**src/rtl/edge_delay_meter.sv**
```systemverilog
// Edge-to-edge delay meter: timestamps stimulus edges into a small FIFO and
// matches them in order against response edges, reporting each delay in cycles.
module edge_delay_meter #(
  parameter int CNT_W   = 8,
  parameter int DEPTH   = 4,
  parameter int TIMEOUT = 200
) (
  input  logic                     clk,
  input  logic                     rst,
  input  logic                     en,
  input  logic                     err_clr,
  input  logic                     stim_in,
  input  logic                     resp_in,
  output logic                     meas_valid,
  output logic [CNT_W-1:0]         meas_delay,
  output logic                     meas_rise,
  output logic [$clog2(DEPTH):0]   pending,
  output logic                     err_overflow,
  output logic                     err_timeout,
  output logic                     err_unmatched
);

  localparam int AW = $clog2(DEPTH);
  localparam int CW = AW + 1;

  typedef struct packed {
    logic [CNT_W-1:0] ts;
    logic             pol;
  } entry_t;

  entry_t fifo_mem [DEPTH];

  logic             stim_q, stim_d;
  logic             resp_q, resp_d;
  logic [CNT_W-1:0] ts_q, ts_d;
  logic [AW-1:0]    wr_ptr_q, wr_ptr_d;
  logic [AW-1:0]    rd_ptr_q, rd_ptr_d;
  logic [CW-1:0]    count_q, count_d;
  logic             meas_valid_q, meas_valid_d;
  logic [CNT_W-1:0] meas_delay_q, meas_delay_d;
  logic             meas_rise_q, meas_rise_d;
  logic             err_overflow_q, err_overflow_d;
  logic             err_timeout_q, err_timeout_d;
  logic             err_unmatched_q, err_unmatched_d;

  logic             stim_edge, resp_edge, empty, full;
  logic             resp_pop, resp_direct, resp_orphan, timeout_pop;
  logic             pop, push_req, push, overflow, pol_bad;
  entry_t           head;
  logic [CNT_W-1:0] age;

  always_comb begin
    // NOTE: every always_comb output gets a default first, so no path can
    // leave a signal unassigned and infer a latch.
    stim_d      = stim_in;
    resp_d      = resp_in;
    ts_d        = en ? ts_q + CNT_W'(1) : ts_q;

    stim_edge   = en && (stim_in != stim_q);
    resp_edge   = en && (resp_in != resp_q);
    empty       = (count_q == '0);
    full        = (count_q == CW'(DEPTH));
    head        = fifo_mem[rd_ptr_q];
    age         = ts_q - head.ts;

    // A response edge always takes priority over the timeout check.
    resp_pop    = resp_edge && !empty;
    resp_direct = resp_edge && empty && stim_edge;
    resp_orphan = resp_edge && empty && !stim_edge;
    timeout_pop = en && !empty && !resp_edge && (age == CNT_W'(TIMEOUT));

    pop         = resp_pop || timeout_pop;
    push_req    = stim_edge && !resp_direct;
    push        = push_req && (!full || pop);
    overflow    = push_req && full && !pop;
    pol_bad     = (resp_pop && (resp_in != head.pol)) ||
                  (resp_direct && (resp_in != stim_in));

    wr_ptr_d    = push ? wr_ptr_q + AW'(1) : wr_ptr_q;
    rd_ptr_d    = pop  ? rd_ptr_q + AW'(1) : rd_ptr_q;
    count_d     = count_q + CW'(push) - CW'(pop);

    // The reported polarity is that of the stimulus edge being matched.
    meas_valid_d = resp_pop || resp_direct;
    meas_delay_d = meas_delay_q;
    meas_rise_d  = meas_rise_q;
    if (resp_pop) begin
      meas_delay_d = age;
      meas_rise_d  = head.pol;
    end else if (resp_direct) begin
      meas_delay_d = '0;
      meas_rise_d  = stim_in;
    end

    // A new error in the same cycle as err_clr leaves the flag set.
    err_overflow_d  = overflow || (err_overflow_q && !err_clr);
    err_timeout_d   = timeout_pop || (err_timeout_q && !err_clr);
    err_unmatched_d = resp_orphan || pol_bad || (err_unmatched_q && !err_clr);
  end

  always_ff @(posedge clk) begin
    // NOTE: sequential state uses non-blocking assignments only, so every flop
    // samples the pre-edge value of every other flop.
    if (rst) begin
      stim_q          <= stim_in;
      resp_q          <= resp_in;
      ts_q            <= '0;
      wr_ptr_q        <= '0;
      rd_ptr_q        <= '0;
      count_q         <= '0;
      meas_valid_q    <= 1'b0;
      meas_delay_q    <= '0;
      meas_rise_q     <= 1'b0;
      err_overflow_q  <= 1'b0;
      err_timeout_q   <= 1'b0;
      err_unmatched_q <= 1'b0;
    end else begin
      stim_q          <= stim_d;
      resp_q          <= resp_d;
      ts_q            <= ts_d;
      wr_ptr_q        <= wr_ptr_d;
      rd_ptr_q        <= rd_ptr_d;
      count_q         <= count_d;
      meas_valid_q    <= meas_valid_d;
      meas_delay_q    <= meas_delay_d;
      meas_rise_q     <= meas_rise_d;
      err_overflow_q  <= err_overflow_d;
      err_timeout_q   <= err_timeout_d;
      err_unmatched_q <= err_unmatched_d;
    end
  end

  // NOTE: the storage array has no reset; entry validity comes from count_q,
  // which keeps it a plain RAM.
  always_ff @(posedge clk) begin
    if (!rst && push) fifo_mem[wr_ptr_q] <= '{ts: ts_q, pol: stim_in};
  end

  assign meas_valid    = meas_valid_q;
  assign meas_delay    = meas_delay_q;
  assign meas_rise     = meas_rise_q;
  assign pending       = count_q;
  assign err_overflow  = err_overflow_q;
  assign err_timeout   = err_timeout_q;
  assign err_unmatched = err_unmatched_q;

endmodule

```
**config.mk**
```make
export PLATFORM = sky130hd
export DESIGN_NAME = edge_delay_meter
export DESIGN_NICKNAME = d
export VERILOG_FILES = /design/src/rtl/edge_delay_meter.sv
export SDC_FILE = /design/constraint.sdc
export NUM_CORES = 1
export LEC_CHECK = 0
export CAP_MARGIN = 20
export CORE_MARGIN = 4
export CORE_UTILIZATION = 58
export DETAILED_ROUTE_END_ITERATION = 10
export PLACE_DENSITY = 0.79
export SLEW_MARGIN = 40
export SYNTH_ARGS = -nofsm -noshare
export SYNTH_HDL_FRONTEND = slang
export SYNTH_SLANG_ARGS = --single-unit
```
**constraint.sdc**
```tcl
create_clock -name clk -period 5.2 [get_ports clk]
set_clock_uncertainty 0.05 [all_clocks]
set_input_delay 1.3 -clock clk [delete_from_list [all_inputs] [get_ports clk]]
set_output_delay 1.3 -clock clk [all_outputs]
set_load 0.005 [all_outputs]
```
=== Yosys cells after proc, flatten, opt, wreduce, memory -nomap -nowiden ===
Memories as Yosys holds them, arrays and structs flattened. A register that Yosys moved wholly into a read port is not among the register bits.
Cells that the tools add are included.

* Add/subtract/negate cells: 6
* Equal/unequal tests: 6
* Muxes and demuxes: 8
* Reduce and logical (&&, ||, !) cells: 37

{| class="wikitable"
|+ Operators with widths
! cell !! number
|-
| $logic_and 1x1->1 || 19
|-
| $mux 8 || 2
|-
| $add 8x1->8 const B || 1
|-
| $eq 8x8->1 const B || 1
|-
| $logic_not 1->1 || 8
|-
| $logic_or 1x1->1 || 8
|-
| $sub 8x8->8 || 1
|-
| $add 2x1->2 const B || 2
|-
| $mux 1 || 4
|-
| $mux 2 || 2
|-
| $ne 1x1->1 || 4
|-
| $add 3x1->3 || 1
|-
| $eq 3x3->1 const B || 1
|-
| $logic_not 3->1 || 1
|-
| $sub 3x1->3 || 1
|-
| $reduce_bool 2->1 || 1
|}

* Memories kept: 1
* Register bits: 30
* Output and inout bits: 16
* Bits of input ports: 6
* Memory bits (writable): 36
* Word-level logic and storage cells: 70

{| class="wikitable"
|+ Memory list
! name !! depth !! width !! read ports !! clocked after Yosys merged registers in !! write ports !! RTL line !! text
|-
| fifo_mem || 4 || 9 || 1 || 1 || 1 || 31 || <nowiki>entry_t fifo_mem [DEPTH];</nowiki>
|}

=== Longest topological paths before layout ===
Gate-level depths: netlist of run 1.

* Depth in word-level cells: 11
* Depth in mapped cells: 17
* Mapped depth without buffers: 16

=== Worst setup path before layout of run 1 ===
Ideal clock, no wire load.

* Path type: reg2reg
* From: reg (tool-made name)
* To: reg count_q[2] (netlist: pending[2])
* Path buffers: 1
* Library setup time: 0.128 ns
* Stages on the path, launching flop included: 17
* Data arrival time: 3.588 ns
* Setup slack: 1.434 ns
* Period minus slack after synthesis: 3.766 ns
* Data required time: 5.022 ns
* Cells stage by stage: dfxtp_1 -> buf_6 -> mux4_1 -> inv_1 -> ha_1 -> and3b_1 -> o21a_1 -> or3_1 -> and4bb_4 -> a21oi_1 -> mux2i_1 -> ha_1 -> inv_1 -> fa_1 -> xor2_1 -> xnor2_1 -> nor2_1

{| class="wikitable"
|+ RTL lines
! what !! RTL line !! text
|-
| to (signal assigned) || 123 || <nowiki>count_q <= count_d;</nowiki>
|-
| to (decl) || 38 || <nowiki>logic [CW-1:0] count_q, count_d;</nowiki>
|}

==> results of run 1 <==
cells in the final DEF (no fill, tap or decap), drive strengths merged, types with 10 or more instances in the layout:
master,instances
xor2,10
dfxtp,32
ha,14
inv,15
a21oi,14
clkdlybuf4s50,21
edfxtp,36
clkbuf,10
nand2,12
nor2,28
how the worst max path moves through the flow:
| stage | startpoint | end | slack, ns | cells past startpoint |
|---|---|---|---|---|
| floorplan | flip-flop | pending[2] | 1.43 | 16 |
| global placement | resp_in | pending[2] | 0.98 | 13 |
| detailed placement | resp_in | pending[2] | 0.84 | 13 |
| CTS | flip-flop | pending[2] | 0.82 | 15 |
| global route | flip-flop | pending[2] | 0.55 | 16 |
| finish | flip-flop | pending[2] | 0.81 | 16 |
through the flow:
| step | worst slack (ns) | std cells |
|---|---|---|
| after floorplan | 1.43 | 262 |
| after global placement | 0.976 | 350 |
| after detailed placement | 0.837 | 350 |
| after CTS | 0.817 | 366 |
| after global routing | 0.548 | 366 |
| final | 0.812 | 366 |
worst max-delay path, stage by stage (launching register included):
cell      delay [ns]
dfxtp_1         0.67
mux4_2          0.60
ha_1            0.19
inv_1           0.06
fa_1            0.43
nand3b_1        0.19
nor4_1          0.29
nand3_1         0.10
and4bb_4        0.38
a21oi_1         0.13
mux2i_1         0.21
ha_1            0.17
inv_1           0.05
fa_1            0.37
xor2_1          0.17
xnor2_1         0.14
nor2_1          0.05
cells by family (layout without fill, tap and decap cells):
| family | count (synthesis) | in the layout | synth area share (%) |
|---|---|---|---|
| flops | 68 | 68 | 53.9 |
| buf+inv | 25 | 59 | 3.25 |
| compound gates | 44 | 44 | 9.64 |
| fa+ha+maj | 16 | 16 | 6.74 |
| mux | 15 | 15 | 9.25 |
| xor+xnor | 13 | 13 | 3.57 |
| simple gates | 81 | 81 | 13.6 |
cell usage after synthesis, types with 4 or more instances:
master     n  area (sq um)
mux4_1     7           184
nand2_1   12          45.0
o21ai_0    7          35.0
xor2_1    10          87.6
ha_1      14           175
dfxtp_1   32           641
nand2b_1   5          31.3
or3_1      6          37.5
mux2i_1    4          40.0
nor2b_1    6          37.5
edfxtp_1  36          1080
a211oi_1   4          30.0
a22oi_1    4          30.0
nor2_1    28           105
clkbuf_1   5          18.8
inv_1     15          56.3
nor3b_1    7          52.6
a21oi_1   14          70.1
sequential cells by signal, summed over array words and instances (netlist names), 2 cells and up, named ones only:
signal      flops
ts_q            8
rd_ptr_q        2
meas_delay      8
pending         3
wr_ptr_q        2
fifo_mem       36
report_power, final:
part	leakage (uW)	internal, uW	total (uW)	switching [uW]
registers	0.000606	597	634	37.1
clock network	0.0000962	221	418	197
logic	0.000683	138	278	140
total	0.00138	956	1330	374
area by class of cell:
cell class	count	area, sq um	share of cell area [%]
Clock buffer	10	128	3.46
Clock inverter	6	65.1	1.76
Inverter	15	56.3	1.53
Multi-Input combinational cell	169	1370	37.1
Sequential cell	68	1720	46.7
Tap cell	70	87.6	2.37
Timing Repair Buffer	28	263	7.12
per-layer routing:
metal	share of wire, %	up-vias	track usage [%]
li1	-	1020	-
met1	45	1047	27.3
met2	49	67	32.1
met3	4.2	12	5.53
met4	2.0	0	10.6
met5	0	-	0
==> summary.md, run 1 <==
| Metric | Value |
|---|---|
| Routed vias/inst | `5.86` |
| R2r setup slk | `0.81 ns` |
| # rows | `26` |
| Tcrit/Tclk final | `84.4%` |
| Max clock buf depth | `2` |
| Gate Count Post-Synth | `262` |
| DP Area | `3500 sq um` |
| Inserted Diodes | `0` |
| Worst-Skew Late Latency | `0.34 ns` |
| Pwr/cell area | `360 nW/um^2` |
| Crit start category | `flip-flop` |
| Die H | `82.2 um` |
| Clock sinks | `68` |
| Routed Antenna Nets | `0` |
| Root Driver | `clkbuf_8` |
| Hold buffer count at CTS | `0` |
| Post-CTS setup buffer count | `0` |
| Fin crit period | `4.39 ns` |
| I/O Buffers | `21` |
| Reg-to-Reg End | `pending[2]` |
| Synth-to-Final Area Change | `15.5%` |
| CP Class | `reg -> reg` |
| Drt first-iter violations | `154` |
| Die area | `6760 sq um` |
| CTS tree | `done` |
| Fmax | `228 MHz` |
| Hold path cells | `2` |
| Number of global-route vias before repair | `2116` |
| Register area share after synthesis | `53.9%` |
| DR WL/cell | `17.0 um` |
| RSZ-0062 raised after global routing | `no` |
| Final-layout fill cell count | `360` |
| CTS buffer count | `9` |
| Avg Cell Area, Syn | `12.2 sq um` |
| Share of cells above drive strength 1 | `10.1%` |
| Slew Limit Headroom | `51.7%` |
| Post-synth top flop | `edfxtp_1` |
| Worst-Margin Slew | `0.719 ns` |
| H-tree depth | `3` |
| Initial antenna violation count | `0` |
| Post-synth EDFFs | `36` |
| Endpoint class of the critical path | `flip-flop` |
| CP max FO | `9` |
| Clk pin slew, worst setup/hold paths | `0.07 ns` |
| Pin count of the biggest net entering global routing | `33` |
| Io pins | `22` |
| Maxcap violations | `0` |
| Yosys reg bits | `68` |
| Initial DRT Pass Iterations | `5` |
| Global Route Usage Sum | `20.9%` |
| CTS resizes | `0` |
| YS warnings | `0` |
| Final setup fails | `0` |
| Distinct cells, synth | `51` |
| Peak supply drop | `0.000242 V` |
| WP data required | `5.37 ns` |
| Final Cell Area | `3690 sq um` |
| Leak | `0.00138 uW` |
| DP HPWL | `4.28 mm` |
| Residual DRC | `0` |
| Total wire length | `6.24 mm` |
| Hold slack | `0.415 ns` |
| Asr flop ratio synth | `0%` |
| Hold Path Sink | `meas_delay[5]` |
| Final Core Density | `70.9%` |
| Mapped Area | `3190 sq um` |
| Initial Util | `61.3%` |
| Vias | `2146` |
| RePlAce Congestion | `0.774` |
| Final Hold Viols | `0` |
| Grt total ovfl | `0` |
| Total Power | `1330 uW` |
| Setup tns final | `0 ns` |
| Mapped Nets | `284` |
| Status | `finished, final reports clean` |
| CP arrival | `4.56 ns` |
| R2R depth | `16` |
| Nets | `313` |
| Core Footprint | `5200 sq um` |
| Min-Delay Path Class | `reg -> reg` |
| HP Start | `meas_delay[5]` |
| First-pass GRT wire length | `10.2 mm` |
| Die X | `82.2 um` |
| Max-slew violation count | `0` |
No activity file was read; power rests on OpenSTA's default activity.
==> run 2, diff against run 1 <==
--- a/config.mk
+++ b/config.mk
@@ -7,9 +7,9 @@
 export LEC_CHECK = 0
 export CAP_MARGIN = 20
 export CORE_MARGIN = 4
-export CORE_UTILIZATION = 58
+export CORE_UTILIZATION = 53
 export DETAILED_ROUTE_END_ITERATION = 10
-export PLACE_DENSITY = 0.79
+export PLACE_DENSITY = 0.76
 export SLEW_MARGIN = 40
 export SYNTH_ARGS = -nofsm -noshare
 export SYNTH_HDL_FRONTEND = slang
==> constraint.sdc (replaced) <==
create_clock -name clk -period 3.7 [get_ports clk]
set_clock_uncertainty 0.05 [all_clocks]
set_input_delay 0.925 -clock clk [delete_from_list [all_inputs] [get_ports clk]]
set_output_delay 0.925 -clock clk [all_outputs]
set_load 0.005 [all_outputs]
==> summary.md, run 2 (synthesis gave the netlist of run 1 again) <==
| Metric | Value |
|---|---|
| Routed vias/inst | `5.48 (-6.6%)` |
| CTS buffer count | `9 (unchanged)` |
| Max-slew violation count | `0 (unchanged)` |
| Maxcap violations | `0 (unchanged)` |
| Total wire length | `6.52 mm (+4.6%)` |
| Hold buffer count at CTS | `0 (unchanged)` |
| Gr busiest metal | `met2` |
| Grt total ovfl | `0 (unchanged)` |
| I/O Buffers | `21 (unchanged)` |
| Crit start category | `flip-flop` |
| Die H | `85.6 um (+4.2%)` |
| Drt first-iter violations | `147 (-4.5%)` |
| Endpoint class of the critical path | `flip-flop` |
| DR WL/cell | `16.1 um (-5.2%)` |
| Worst setup margin | `-0.146 ns (-0.959 ns)` |
| Synth-to-Final Area Change | `27.9%` |
| Pin count of the biggest net entering global routing | `22 (-33%)` |
| Tcrit/Tclk final | `104% (+20 points)` |
| Initial antenna violation count | `0 (unchanged)` |
| CP Class | `reg -> reg` |
| GR Layer Usage met3 | `3.94% (-1.6 points)` |
| Number of global-route vias before repair | `2300 (+8.7%)` |
| Min-Delay Path Class | `reg -> reg` |
| Nets | `346 (+11%)` |
| DP HPWL | `4.44 mm (+3.8%)` |
| Inserted Diodes | `0 (unchanged)` |
| Commonest non-fill, non-tap cell in the layout | `buf_4` |
| R2r setup slk | `-0.15 ns (-0.96 ns)` |
| Hold path cells | `2 (unchanged)` |
| Io pins | `22 (unchanged)` |
| Status | `complete, but fails checks` |
| Largest register FFs | `36 (unchanged)` |
| Clock sinks | `68 (unchanged)` |
| Die area | `7330 sq um (+8.5%)` |
| Die X | `85.6 um (+4.2%)` |
| Reg-to-Reg End | `pending[2]` |
| Final-layout fill cell count | `422 (+17%)` |
| Worst-Skew Late Latency | `0.34 ns (about the same)` |
| Total Power | `2130 uW (+60%)` |
| # rows | `28 (+7.7%)` |
| Max clock buf depth | `2 (unchanged)` |
| Most frequent cells in the layout | `37 x buf_4, 36 x edfxtp_1, 31 x dfxtp_1` |
| Worst-Margin Slew | `0.634 ns (-0.0852 ns)` |
| Initial DRT Pass Iterations | `4 (-1)` |
| Peak supply drop | `0.000370 V (+53%)` |
| Met2 usage | `30.2% (-2.0 points)` |
| Initial Util | `54.3% (-7.1 points)` |
| H-tree depth | `3 (unchanged)` |
| Final setup fails | `1 (+1)` |
| Register name with the most flops | `fifo_mem` |
| Root Driver | `clkbuf_8` |
| Routed Antenna Nets | `0 (unchanged)` |
| CP max FO | `5 (-4)` |
| CP arrival | `4.02 ns (-0.54 ns)` |
| Hold Path Sink | `meas_delay[5]` |
| Core Footprint | `5890 sq um (+13%)` |
| Final Hold Viols | `0 (unchanged)` |
| WP data required | `3.88 ns (-1.49 ns)` |
| RSZ-0062 raised after global routing | `yes` |
| Failing checks | `negative setup slack` |
| Residual DRC | `0 (unchanged)` |
| First-pass GRT wire length | `11.0 mm (+7.5%)` |
| Share of cells above drive strength 1 | `25.2% (+15 points)` |
| CTS tree | `done` |
| Clk pin slew, worst setup/hold paths | `0.08 ns (about the same)` |
| Slew Limit Headroom | `57.6% (+5.9 points)` |
| Pwr/cell area | `521 nW/um^2 (+45%)` |
| Global Route Usage Sum | `19.5% (-1.5 points)` |
| Fin crit period | `3.85 ns (-0.541 ns)` |
| HP Start | `meas_delay[5]` |
| RePlAce Congestion | `0.778 (+0.44%)` |
| Fmax | `260 MHz (+14%)` |
| Vias | `2212 (+3.1%)` |
| R2R depth | `16 (unchanged)` |
| Setup tns final | `-0.146 ns (-0.146 ns)` |
| Met1 Use GR | `26.0% (-1.4 points)` |
| Leak | `0.00158 uW (+14%)` |
-- run 2: changes by cell type in the layout (fill, tap and decap cells not counted), moves of 3 or more --
cell,previous run,this run
inv_1,15,12
buf_6,0,3
ha_1,14,10
buf_4,7,37
inv_2,0,3
-- run 2: worst max path at each step --
stage,endpoint,slack [ns],from
2_1_floorplan,fifo_mem[2][0],-0.07,flip-flop
3_3_place_gp,pending[2],-0.17,flip-flop
3_5_place_dp,pending[2],-0.26,flip-flop
4_1_cts,pending[2],-0.14,flip-flop
5_1_grt,pending[2],-0.28,flip-flop
6_report,pending[2],-0.15,flip-flop
-- run 2: routing by layer --
layer  wire, um  vias to the layer above
met3        255                       11
met1       2960                     1067
met2       3220                       46
li1           -                     1088
met4         93                        0
met5          0                        -
-- run 2: stage by stage --
step / std cells / worst slack, ns / hold WS, ns / cell area (sq um) / utilization [%]
floorplan: 262 / -0.0654 / 0.403 / 3200 / -
global placement: 384 / -0.169 / 0.397 / 3720 / 63.3
detailed placement: 384 / -0.264 / 0.403 / 3720 / 63.3
CTS: 402 / -0.143 / 0.428 / 4010 / 68.1
global route: 404 / -0.278 / 0.455 / 4080 / 69.4
finish: 404 / -0.146 / 0.427 / 4080 / 69.4
-- run 2: cell type report --
cell class                 instances  area (sq um)  area share (%)
tap                               75          93.8            2.30
clock buffer                       9           124            3.03
inverter                          15          56.3            1.38
timing repair buffer              61           522            12.8
multi-input combinational        169          1440            35.2
sequential                        68          1730            42.2
clock inverter                     7           124            3.03
-- run 2: critical path, cell delays in order, from the launching register on --
cell and delay (ns):
dfxtp_4 0.40, mux4_2 0.56, ha_4 0.18, inv_2 0.04, fa_2 0.44, nand3b_1 0.18, nor4_2 0.24, nand3_1 0.09
and4bb_4 0.34, a21oi_4 0.07, mux2i_1 0.20, ha_2 0.20, inv_2 0.03, fa_2 0.33, xor2_1 0.18, xnor2_1 0.14
nor2_1 0.06
-- run 2: repair_timing --
item                                    CTS  global route
resized for setup                         8            22
buffers inserted                          2             1
endpoints found under the setup margin   38            38
pin swaps                                 2             3
gates cloned                              0             1
-- run 2: report_power, final --
part	internal [uW]	switching, uW
clock network	452	290
registers	840	43.9
logic	275	229
total	1570	563
